--- config.mk ---
export PLATFORM = sky130hd
export DESIGN_NAME = vga_scan_out
export DESIGN_NICKNAME = d
export VERILOG_FILES = /design/src/rtl/vga_scan_pkg.sv /design/src/rtl/vga_timing_cnt.sv /design/src/rtl/vga_scan_out.sv
export SDC_FILE = /design/constraint.sdc
export NUM_CORES = 1
export LEC_CHECK = 0
export CAP_MARGIN = 15
export CORE_UTILIZATION = 35
export DETAILED_ROUTE_END_ITERATION = 10
export HOLD_SLACK_MARGIN = 0.05
export PLACE_DENSITY = 0.61
export SLEW_MARGIN = 30
export SYNTH_ARGS = -nofsm -noshare
export SYNTH_HDL_FRONTEND = slang
export SYNTH_HIERARCHICAL = 1
export SYNTH_SLANG_ARGS = --single-unit
--- constraint.sdc ---
create_clock -name clk -period 3.9 [get_ports clk]
set_input_delay 0.78 -clock clk [delete_from_list [all_inputs] [get_ports clk]]
set_output_delay 0.78 -clock clk [all_outputs]
set_load 0.05 [all_outputs]
--- src/rtl/vga_scan_pkg.sv ---
// Shared timing defaults, derived totals and sync window helpers for the VGA scan-out block.
package vga_scan_pkg;

    localparam int unsigned H_DISPLAY_DEF = 256;
    localparam int unsigned H_FRONT_DEF   = 7;
    localparam int unsigned H_SYNC_DEF    = 23;
    localparam int unsigned H_BACK_DEF    = 23;
    localparam int unsigned V_DISPLAY_DEF = 240;
    localparam int unsigned V_BOTTOM_DEF  = 14;
    localparam int unsigned V_SYNC_DEF    = 3;
    localparam int unsigned V_TOP_DEF     = 5;

    localparam int unsigned H_TOTAL_DEF = H_DISPLAY_DEF + H_FRONT_DEF + H_SYNC_DEF + H_BACK_DEF;
    localparam int unsigned V_TOTAL_DEF = V_DISPLAY_DEF + V_BOTTOM_DEF + V_SYNC_DEF + V_TOP_DEF;

    localparam int unsigned HS_START_DEF = H_DISPLAY_DEF + H_FRONT_DEF;
    localparam int unsigned HS_END_DEF   = HS_START_DEF + H_SYNC_DEF - 1;
    localparam int unsigned VS_START_DEF = V_DISPLAY_DEF + V_BOTTOM_DEF;
    localparam int unsigned VS_END_DEF   = VS_START_DEF + V_SYNC_DEF - 1;

    localparam int unsigned FB_ADDR_W = 16;
    localparam int unsigned COLOR_W   = 3;
    localparam int unsigned CNT_W     = 10;

    function automatic int unsigned sync_start(input int unsigned disp, input int unsigned porch);
        return disp + porch;
    endfunction

    function automatic int unsigned sync_end(input int unsigned disp, input int unsigned porch,
                                             input int unsigned width);
        return disp + porch + width - 1;
    endfunction

endpackage

--- src/rtl/vga_timing_cnt.sv ---
// Horizontal/vertical raster counters with visible-area and raw (active-low) sync decode.
module vga_timing_cnt
    import vga_scan_pkg::*;
#(
    parameter int unsigned H_DISPLAY = H_DISPLAY_DEF,
    parameter int unsigned H_FRONT   = H_FRONT_DEF,
    parameter int unsigned H_SYNC    = H_SYNC_DEF,
    parameter int unsigned H_BACK    = H_BACK_DEF,
    parameter int unsigned V_DISPLAY = V_DISPLAY_DEF,
    parameter int unsigned V_BOTTOM  = V_BOTTOM_DEF,
    parameter int unsigned V_SYNC    = V_SYNC_DEF,
    parameter int unsigned V_TOP     = V_TOP_DEF
)
(
    input  logic             clk,
    input  logic             reset,
    input  logic             pix_en,
    output logic [CNT_W-1:0] h_cnt,
    output logic [CNT_W-1:0] v_cnt,
    output logic             visible,
    output logic             hsync_raw,
    output logic             vsync_raw
);

    localparam int unsigned H_TOTAL = H_DISPLAY + H_FRONT + H_SYNC + H_BACK;
    localparam int unsigned V_TOTAL = V_DISPLAY + V_BOTTOM + V_SYNC + V_TOP;

    localparam logic [CNT_W-1:0] H_LAST   = CNT_W'(H_TOTAL - 1);
    localparam logic [CNT_W-1:0] V_LAST   = CNT_W'(V_TOTAL - 1);
    localparam logic [CNT_W-1:0] H_VIS    = CNT_W'(H_DISPLAY);
    localparam logic [CNT_W-1:0] V_VIS    = CNT_W'(V_DISPLAY);
    localparam logic [CNT_W-1:0] HS_START = CNT_W'(sync_start(H_DISPLAY, H_FRONT));
    localparam logic [CNT_W-1:0] HS_END   = CNT_W'(sync_end(H_DISPLAY, H_FRONT, H_SYNC));
    localparam logic [CNT_W-1:0] VS_START = CNT_W'(sync_start(V_DISPLAY, V_BOTTOM));
    localparam logic [CNT_W-1:0] VS_END   = CNT_W'(sync_end(V_DISPLAY, V_BOTTOM, V_SYNC));

    always_ff @(posedge clk or negedge reset) begin
        if (!reset) begin
            h_cnt <= '0;
            v_cnt <= '0;
        end else if (pix_en) begin
            if (h_cnt == H_LAST) begin
                h_cnt <= '0;
                if (v_cnt == V_LAST) begin
                    v_cnt <= '0;
                end else begin
                    v_cnt <= v_cnt + 1'b1;
                end
            end else begin
                h_cnt <= h_cnt + 1'b1;
            end
        end
    end

    always_comb begin
        visible   = (h_cnt < H_VIS) && (v_cnt < V_VIS);
        hsync_raw = !((h_cnt >= HS_START) && (h_cnt <= HS_END));
        vsync_raw = !((v_cnt >= VS_START) && (v_cnt <= VS_END));
    end

endmodule

--- src/rtl/vga_scan_out.sv ---
// VGA scan-out: pixel enable, framebuffer fetch, 2-clk sync/colour pipeline.
// Optional macro VGA_TEST_PATTERN_EN adds colour-bar output selected by pattern_sel.
module vga_scan_out
    import vga_scan_pkg::*;
#(
    parameter int unsigned H_DISPLAY = H_DISPLAY_DEF,
    parameter int unsigned H_FRONT   = H_FRONT_DEF,
    parameter int unsigned H_SYNC    = H_SYNC_DEF,
    parameter int unsigned H_BACK    = H_BACK_DEF,
    parameter int unsigned V_DISPLAY = V_DISPLAY_DEF,
    parameter int unsigned V_BOTTOM  = V_BOTTOM_DEF,
    parameter int unsigned V_SYNC    = V_SYNC_DEF,
    parameter int unsigned V_TOP     = V_TOP_DEF
)
(
    input  logic                 clk,
    input  logic                 reset,
    output logic [FB_ADDR_W-1:0] fb_addr,
    output logic                 fb_rd,
    input  logic [COLOR_W-1:0]   fb_data,
    output logic                 hsync,
    output logic                 vsync,
    output logic [COLOR_W-1:0]   rgb,
    output logic                 frame_start,
    input  logic                 pattern_sel
);

    logic             pix_en;
    logic [CNT_W-1:0] h_cnt;
    logic [CNT_W-1:0] v_cnt;
    logic             visible;
    logic             hsync_raw;
    logic             vsync_raw;
    logic             fetch_go;
    logic [COLOR_W-1:0] pix_colour;

    logic s1_vis;
    logic s1_hs;
    logic s1_vs;
    logic s1_fs;

    vga_timing_cnt #(
        .H_DISPLAY (H_DISPLAY),
        .H_FRONT   (H_FRONT),
        .H_SYNC    (H_SYNC),
        .H_BACK    (H_BACK),
        .V_DISPLAY (V_DISPLAY),
        .V_BOTTOM  (V_BOTTOM),
        .V_SYNC    (V_SYNC),
        .V_TOP     (V_TOP)
    ) u_timing_cnt (
        .clk       (clk),
        .reset     (reset),
        .pix_en    (pix_en),
        .h_cnt     (h_cnt),
        .v_cnt     (v_cnt),
        .visible   (visible),
        .hsync_raw (hsync_raw),
        .vsync_raw (vsync_raw)
    );

    always_ff @(posedge clk or negedge reset) begin
        if (!reset) begin
            pix_en <= 1'b0;
        end else begin
            pix_en <= ~pix_en;
        end
    end

    // Counters are stable across the pix_en=0/1 pair, so registering the fetch on the
    // pix_en=0 edge makes fb_rd exactly equal to visible && pix_en without a comb output.
    always_ff @(posedge clk or negedge reset) begin
        if (!reset) begin
            fb_rd   <= 1'b0;
            fb_addr <= '0;
        end else if (!pix_en) begin
            fb_rd <= fetch_go;
            if (fetch_go) begin
                fb_addr <= {v_cnt[7:0], h_cnt[7:0]};
            end
        end else begin
            fb_rd <= 1'b0;
        end
    end

    always_ff @(posedge clk or negedge reset) begin
        if (!reset) begin
            s1_vis <= 1'b0;
            s1_hs  <= 1'b1;
            s1_vs  <= 1'b1;
            s1_fs  <= 1'b0;
        end else if (pix_en) begin
            s1_vis <= visible;
            s1_hs  <= hsync_raw;
            s1_vs  <= vsync_raw;
            s1_fs  <= (h_cnt == '0) && (v_cnt == '0);
        end
    end

`ifdef VGA_TEST_PATTERN_EN
    logic         fetch_pat;
    logic         s1_pat;
    logic [2:0]   s1_bar;

    always_ff @(posedge clk or negedge reset) begin
        if (!reset) begin
            fetch_pat <= 1'b0;
            s1_pat    <= 1'b0;
            s1_bar    <= '0;
        end else if (!pix_en) begin
            fetch_pat <= pattern_sel;
        end else begin
            s1_pat <= fetch_pat;
            s1_bar <= h_cnt[7:5];
        end
    end

    always_comb begin
        fetch_go   = visible && !pattern_sel;
        pix_colour = s1_pat ? s1_bar : fb_data;
    end
`else
    logic unused_pattern_sel;
    assign unused_pattern_sel = pattern_sel;

    always_comb begin
        fetch_go   = visible;
        pix_colour = fb_data;
    end
`endif

    // Outputs update on pix_en=0 edges, the one clk where fb_data for the pixel is valid.
    always_ff @(posedge clk or negedge reset) begin
        if (!reset) begin
            hsync       <= 1'b1;
            vsync       <= 1'b1;
            rgb         <= '0;
            frame_start <= 1'b0;
        end else begin
            frame_start <= !pix_en && s1_fs;
            if (!pix_en) begin
                hsync <= s1_hs;
                vsync <= s1_vs;
                rgb   <= s1_vis ? pix_colour : '0;
            end
        end
    end

    logic unused_cnt_hi;
    assign unused_cnt_hi = ^{h_cnt[CNT_W-1:8], v_cnt[CNT_W-1:8]};

endmodule

==> run summary, run 1 <==
Status: finished clean
Top_reg_cell synth: dfrtp_1
Max Slew Vio Count: 0
Layout Utilization: 44.36%
Synth warn: 6
Ant diodes: 0
Io pins: 29
Max Used Layer: met4
Hold_buf cts: 0
Die ar.: 0.006778 mm2
Pin count of the biggest net entering global routing: 49
CP max FO: 2
Drt first-iter violations: 94
Crit Path Class: flip-flop to primary output
PostCTS Resize Cnt: 0
Register area: 0.001206 mm2
DRC: 0
Initial Util: 37.26%
XOR/XNOR Fraction of Synth Area: 3.490%
Met3 Wirelength: 139 um
Worst stage delay on the critical path: 0.79 ns
Clock Path Buffers: 2
Setup TNS: 0 ns
Unrepaired setup endpoints after global routing: false
Grt total ovfl: 0
Die W: 82.33 um
Total CTS buffers: 5
Die height: 82.33 um
Worst EP required: 3.12 ns
Mapped Area: 0.002258 mm2
Worst setup EP type: primary output
Met2 WL post-DR: 1891 um
Total global-route track usage: 14.13%
Top delay family on crit path: buffers and inverters
Startpoint types: flip-flop
Worst VDD drop: 0.0001343 V
DRT antenna net count: 0
Area of the multi-input gates: 972.2 um2
Combinational family with the most area after synthesis: simple AND/OR/NAND/NOR gates
IO Port Bufs: 27
Largest area contributor in the netlist: dfrtp_1
DR vias/cell: 5.213
EDFF count, synth: 0
Seq/Total Area, Yosys: 53.41%
Placement Rows: 28
Post-synthesis adder-cell area fraction: 3.324%
Layout area overhead: 19.06%
WL/cell: 14.87 um
M1 wire length: 2178 um
Clock slew at reported path FFs: 0.09 ns
Detailed Route WL: 4267 um
H-tree levels: 2
Vias in the first global route: 1393
Worst hold path class: flip-flop to flip-flop
Flops & latches, synth: 48
CORE AREA: 0.006061 mm2
Hpwl dp: 2839 um
Root Driver: clkbuf_8
Fin area: 0.002689 mm2
Routability cong.: 0.7887
Most frequent cells in the layout: 44 x dfrtp_1, 26 x clkdlybuf4s50_1, 15 x nand2_1
Clk sinks: 48
Most common cell after layout, fill and taps aside: dfrtp_1
Max Cap Violations: 0
Setup violators final: 0
Number of filler cells placed in the layout: 552
Leak: 1.261 nW
Crit-path slowest cell: clkdlybuf4s50_1
Min Clock Period, post-route: 2.406 ns
Syn_nets: 194
Placed cells: 279
Async set-reset flop share out of synthesis: 100.0%
Worst skew pair latency: 0.30 ns
Syn Area/Cell: 12.41 um2
Max_slew headroom: 44.30%
Fin cells: 287
Arrival time at the worst endpoint: 1.63 ns
Via count: 1496
# Post-CTS Setup Buffers: 0
Clk_skew: 0.006961 ns
TritonCTS clock tree: built
Fin. Hold Viols: 0
Simple-Gate Fraction of Synth Area: 17.78%
Cells after Synth: 182
Compound-Gate Fraction of Synth Area: 7.368%
Worst Path Buf+Inv: 1
Total Nets Final: 223
Power per cell area: 338.9 mW/mm2
Max frequency: 415.6 MHz
Placed cell area: 0.002562 mm2
Top-area cell type share of the netlist area: 48.75%
Initial antenna violation count: 0
Layout cells sized above 1: 19.34%
Final Hold Slack: 0.4739 ns
Fin crit share: 61.70%
Synth area leaders: dfrtp_1 49%, mux2_4 6.6%, dfstp_2 4.7%
Mux share of post-synthesis cell area: 11.08%
Synth cell types: 46
Worst slew pin tran: 0.8355 ns
DRT Pass-1 Iters: 4
Sequence of cells on the critical path: clkdlybuf4s50_1
First-pass GRT wire length: 7120 um
## synthesized netlist by cell type, types with 4 or more instances
library cell	instances
a21oi_1	5
a22o_1	4
and3_1	5
dfrtp_1	44
dfstp_2	4
ha_1	6
inv_1	5
mux2_2	8
mux2_4	10
nand2_1	15
nand4_1	10
nor2_1	7
nor4_1	5
xnor2_1	7
## worst reg2reg max path, stage by stage, from the launching register on
cell	delay, ns
dfrtp_1	0.45
or4_1	0.53
a21oi_1	0.28
nand2_4	0.25
mux2_4	0.36
## layer usage
metal	global-route usage, %	vias up
li1	-	718
met1	21.11	742
met2	19.83	32
met3	2.967	4
met4	5.263	0
met5	0	-
## power breakdown
part / switching (W) / internal [W]
sequential: 0.000000738 / 0.000499
clock: 0.000162 / 0.000226
combinational: 0.0000164 / 0.00000703
## state kept, by name (all words and copies together), names as in the netlist
signal / cells
hsync: 1
frame_start: 1
s1_fs: 1
fb_addr: 16
pix_en: 1
u_timing_cnt/v_cnt: 10
vsync: 1
s1_vs: 1
u_timing_cnt/h_cnt: 10
fb_rd: 1
s1_vis: 1
rgb: 3
s1_hs: 1
## cell families after synthesis
group / after synthesis
flip-flops: 48
AO/OA/AOI/OAI: 24
multiplexers: 19
AND/OR/NAND/NOR: 65
XOR/XNOR: 9
adder cells (fa/ha/maj): 6
buffers and inverters: 11
## per-stage QoR
stage / power [W] / setup WS, ns
final: 0.0009113 / 1.494
after global routing: 0.0009446 / 1.439
after CTS: 0.0009219 / 1.480
after detailed placement: 0.0005342 / 1.816
after global placement: 0.0005337 / 1.825
after floorplan: 0.0005169 / 2.043
## final timing paths
check / startpoint / to / slack (ns) / depth (start not counted)
setup / recovery: vsync / vsync / 1.49 / 1
hold / removal: hsync / hsync / 0.47 / 2
setup reg to reg: u_timing_cnt/v_cnt[8] / fb_addr[4] / 1.92 / 4
hold reg to reg: hsync / hsync / 0.47 / 2
max in group asynchronous: reset / u_timing_cnt/v_cnt[3] / 3.02 / 1
min in group asynchronous: reset / fb_addr[0] / 0.48 / 1
## final cells by class
cell class | count | area share, %
Tap cell | 75 | 3.490
Inverter | 6 | 0.8376
Clock buffer | 7 | 3.583
Multi-Input combinational cell | 123 | 36.16
Timing Repair Buffer | 27 | 9.958
Sequential cell | 48 | 44.86
Clock inverter | 1 | 1.117
Note: power is estimated with default switching activity, not from simulation.
==> run 2, diff against run 1 <==
--- a/config.mk
+++ b/config.mk
@@ -9,7 +9,7 @@
 export CORE_UTILIZATION = 35
 export DETAILED_ROUTE_END_ITERATION = 10
 export HOLD_SLACK_MARGIN = 0.05
-export PLACE_DENSITY = 0.61
+export PLACE_DENSITY = 0.63
 export SLEW_MARGIN = 30
 export SYNTH_ARGS = -nofsm -noshare
 export SYNTH_HDL_FRONTEND = slang
==> constraint.sdc (replaced) <==
create_clock -name clk -period 2.15 [get_ports clk]
set_input_delay 0.43 -clock clk [delete_from_list [all_inputs] [get_ports clk]]
set_output_delay 0.43 -clock clk [all_outputs]
set_load 0.05 [all_outputs]
==> run summary, run 2 (synthesis results as in run 1) <==
Initial antenna violation count: 0
Internal Power: 0.001332 W
Top delay family on crit path: buffers and inverters
Most frequent cells in the layout: 44 x dfrtp_1, 26 x clkdlybuf4s50_1, 15 x nand2_1
Grt total ovfl: 0
Gr busiest metal: met1
Die ar.: 0.006778 mm2
M2 GR Usage: 19.67%
Via count: 1501
Crit-path slowest cell: clkdlybuf4s50_1
Setup violators final: 0
Sequence of cells on the critical path: clkdlybuf4s50_1
Leak: 1.295 nW
Clk_skew: 0.003999 ns
TritonCTS clock tree: built
Total CTS buffers: 5
PostCTS Resize Cnt: 0
Grt met1 use: 21.21%
Max frequency: 486.2 MHz
CORE AREA: 0.006061 mm2
Largest register FFs: 16
Setup TNS: 0 ns
Worst EP required: 1.72 ns
Ant diodes: 0
Net Sw Frac: 19.77%
Layout cells sized above 1: 21.56%
Fin. Hold Viols: 0
Die height: 82.33 um
Power per cell area: 604.9 mW/mm2
Total global-route track usage: 14.13%
Worst VDD drop: 0.0003331 V
Combinational share of power: 2.8%
Clock Path Buffers: 2
Met3 usage: 2.967%
Root Driver: clkbuf_8
DRC: 0
Die W: 82.33 um
Max Cap Violations: 0
DRT Pass-1 Iters: 4
Vias in the first global route: 1408
Hold_buf cts: 0
Unrepaired setup endpoints after global routing: false
Total Nets Final: 229
Most common cell after layout, fill and taps aside: dfrtp_1
Worst hold path class: input port to asynchronous set/reset pin
Max_slew headroom: 66.72%
Worst stage delay on the critical path: 0.79 ns
Sequential power share: 54.6%
Fin crit share: 95.66%
Sw Pwr: 0.0003282 W
Placed cell area: 0.002618 mm2
Fin area: 0.002744 mm2
Share of power burned in the clock network: 42.5%
Top reg by flops: fb_addr
Clk sinks: 48
Layout area overhead: 21.50%
Worst slew pin tran: 0.4976 ns
IO Port Bufs: 27
WL/cell: 14.57 um
Worst skew pair latency: 0.30 ns
Clock slew at reported path FFs: 0.08 ns
Min Clock Period, post-route: 2.057 ns
Placement Rows: 28
DRT antenna net count: 0
Max Slew Vio Count: 0
Startpoint types: flip-flop
Routability cong.: 0.7626
Io pins: 29
CP max FO: 2
Status: finished clean
DR vias/cell: 5.123
H-tree levels: 2
# Post-CTS Setup Buffers: 0
First-pass GRT wire length: 7162 um
Biggest registers after layout: fb_addr x16, u_timing_cnt/h_cnt x10, u_timing_cnt/v_cnt x10
Drt first-iter violations: 70
Crit Path Class: flip-flop to primary output
Worst setup EP type: primary output
Worst Path Buf+Inv: 1
Arrival time at the worst endpoint: 1.63 ns
Initial Util: 37.26%
Hpwl dp: 2825 um
Detailed Route WL: 4268 um
Pin count of the biggest net entering global routing: 49
## run 2: area by class of cell
| cell class | instances | area (um2) |
|---|---|---|
| inverters | 6 | 22.52 |
| well taps | 75 | 93.84 |
| fillers | 578 | 3317 |
| clock inverters | 1 | 30.03 |
| flip-flops and latches | 48 | 1206 |
| multi-input cells | 123 | 972.2 |
| repair buffers | 33 | 322.8 |
| clock buffers | 7 | 96.34 |
## run 2: power groups by stage
| stage | sequential (W) | combinational [W] | clock [W] |
|---|---|---|---|
| after floorplan | 0.000935 | 0.00000280 | 0 |
| after global placement | 0.000924 | 0.0000484 | 0 |
| after detailed placement | 0.000924 | 0.0000489 | 0 |
| after CTS | 0.000907 | 0.0000488 | 0.000729 |
| after global routing | 0.000907 | 0.0000525 | 0.000763 |
| final | 0.000906 | 0.0000472 | 0.000706 |
## run 2: final timing paths
| check | startpoint | end | slack (ns) | cells after the start |
|---|---|---|---|---|
| hold reg to reg | vsync | vsync | 0.47 | 2 |
| min in group clk | vsync | vsync | 0.47 | 2 |
| hold / removal | reset | fb_addr[0] | 0.09 | 2 |
| setup / recovery | hsync | hsync | 0.09 | 1 |
| max in group asynchronous | reset | vsync | 1.77 | 2 |
| setup reg to reg | u_timing_cnt/v_cnt[9] | fb_addr[2] | 0.20 | 4 |
## run 2: stage by stage
stage               power [W]  utilization, %  instances  hold slack (ns)  setup slack, ns
CTS                  0.001684           45.27        293           0.1038          0.07747
global placement    0.0009725           43.19        285           0.4327           0.2269
finish               0.001660           45.27        293          0.09018          0.09326
detailed placement  0.0009731           43.19        285           0.4366           0.2016
floorplan           0.0009376               -        182           0.1344           0.2930
global route         0.001723           45.27        293           0.1220          0.04371
## run 2: per-layer routing
| metal | vias up | share of wire [%] |
|---|---|---|
| met5 | - | 0 |
| met4 | 0 | 1.6 |
| met3 | 5 | 2.9 |
| met2 | 24 | 43 |
| met1 | 736 | 52 |
| li1 | 736 | - |
==> run 3, diff against run 2 <==
--- a/config.mk
+++ b/config.mk
@@ -10,6 +10,7 @@
 export DETAILED_ROUTE_END_ITERATION = 10
 export HOLD_SLACK_MARGIN = 0.05
 export PLACE_DENSITY = 0.63
+export REMOVE_ABC_BUFFERS = 1
 export SLEW_MARGIN = 30
 export SYNTH_ARGS = -nofsm -noshare
 export SYNTH_HDL_FRONTEND = slang
==> run summary, run 3 (synthesis results as in run 1) <==
First-pass GRT wire length: 7120 um
Worst setup EP type: primary output
Initial antenna violation count: 0
Combinational share of power: 2.5%
Worst VDD drop: 0.0002851 V
Arrival time at the worst endpoint: 1.63 ns
Total global-route track usage: 14.28%
Placement Rows: 28
Max Slew Vio Count: 0
Clock Path Buffers: 2
Routability cong.: 0.8338
Drt first-iter violations: 142
Worst hold path class: input port to asynchronous set/reset pin
Via count: 1495
Sequence of cells on the critical path: clkdlybuf4s50_1
Share of power burned in the clock network: 44.6%
Detailed Route WL: 4142 um
DRC: 0
Layout area overhead: 20.89%
Top reg by flops: fb_addr
Clk sinks: 48
Crit-path slowest cell: clkdlybuf4s50_1
Biggest registers after layout: fb_addr x16, u_timing_cnt/h_cnt x10, u_timing_cnt/v_cnt x10
Fin. Hold Viols: 0
Setup TNS: 0 ns
Die ar.: 0.006778 mm2
H-tree levels: 2
Most common cell after layout, fill and taps aside: dfrtp_1
Root Driver: clkbuf_8
Power per cell area: 627.6 mW/mm2
Clock slew at reported path FFs: 0.09 ns
Total CTS buffers: 5
Final Hold Slack: 0.2001 ns
Ant diodes: 0
DRT Pass-1 Iters: 4
Setup violators final: 0
Clk_skew: 0.009734 ns
WL/cell: 14.18 um
Hpwl dp: 2734 um
Internal Power: 0.001383 W
Pin count of the biggest net entering global routing: 49
Max Cap Violations: 0
Max frequency: 484.4 MHz
Sequential power share: 52.9%
Leak: 1.285 nW
Total Nets Final: 228
Startpoint types: flip-flop
Status: finished clean
IO Port Bufs: 27
Vias in the first global route: 1425
TritonCTS clock tree: built
Placed cells: 284
Initial Util: 37.26%
Worst skew pair latency: 0.30 ns
CORE AREA: 0.006061 mm2
Die W: 82.33 um
Crit Path Class: flip-flop to primary output
Layout cells sized above 1: 20.74%
Min Clock Period, post-route: 2.065 ns
Worst stage delay on the critical path: 0.80 ns
Hold_buf cts: 0
Max_slew headroom: 60.17%
Grt total ovfl: 0
DRT antenna net count: 0
Worst slew pin tran: 0.5974 ns
Fin cells: 292
Sw Pwr: 0.0003301 W
Placed cell area: 0.002597 mm2
Top delay family on crit path: buffers and inverters
Fin area: 0.002730 mm2
PostCTS Resize Cnt: 0
Most frequent cells in the layout: 44 x dfrtp_1, 26 x clkdlybuf4s50_1, 15 x nand2_1
# Post-CTS Setup Buffers: 0
Fin crit share: 96.02%
Io pins: 29
Worst Path Buf+Inv: 1
Worst EP required: 1.72 ns
Unrepaired setup endpoints after global routing: false
Largest register FFs: 16
Total power: 0.001713 W
Die height: 82.33 um
CP max FO: 2
DR vias/cell: 5.120
Net Sw Frac: 19.27%
## run 3: worst paths after layout
check | slack (ns) | start | cells after the start | end
max | 0.09 | hsync | 1 | hsync
min | 0.20 | reset | 2 | fb_rd
max reg2reg | 0.25 | u_timing_cnt/v_cnt[9] | 5 | fb_addr[14]
min reg2reg | 0.47 | hsync | 2 | hsync
max in group asynchronous | 1.52 | reset | 2 | fb_addr[14]
min in group clk | 0.47 | hsync | 2 | hsync
## run 3: layout make-up
cell class / instances / area [um2]
clock buffers: 6 / 72.57
flip-flops and latches: 48 / 1206
fillers: 572 / 3331
inverters: 6 / 22.52
repair buffers: 32 / 302.8
well taps: 75 / 93.84
multi-input cells: 123 / 972.2
clock inverters: 2 / 60.06
## run 3: per-stage QoR
| step | worst slack (ns) | util (%) |
|---|---|---|
| 2_1_floorplan | 0.3452 | - |
| 3_3_place_gp | 0.2343 | 42.86 |
| 3_5_place_dp | 0.2464 | 42.86 |
| 4_1_cts | 0.06214 | 45.05 |
| 5_1_grt | 0.03898 | 45.05 |
| 6_report | 0.08546 | 45.05 |
## run 3: power groups by stage
stage	Clock [W]	Sequential [W]	Combinational, W
global route	0.000836	0.000907	0.0000490
detailed placement	0	0.000924	0.0000458
global placement	0	0.000924	0.0000450
CTS	0.000798	0.000907	0.0000457
floorplan	0	0.000935	0.00000280
finish	0.000764	0.000907	0.0000432
## run 3: per-layer routing
layer	wire length (um)	track usage, %	share of wire [%]	up-vias
met5	0	0	0	-
li1	-	-	-	729
met1	2092	19.80	51	735
met2	1853	20.58	45	26
met3	118	3.736	2.8	5
met4	78	6.842	1.9	0
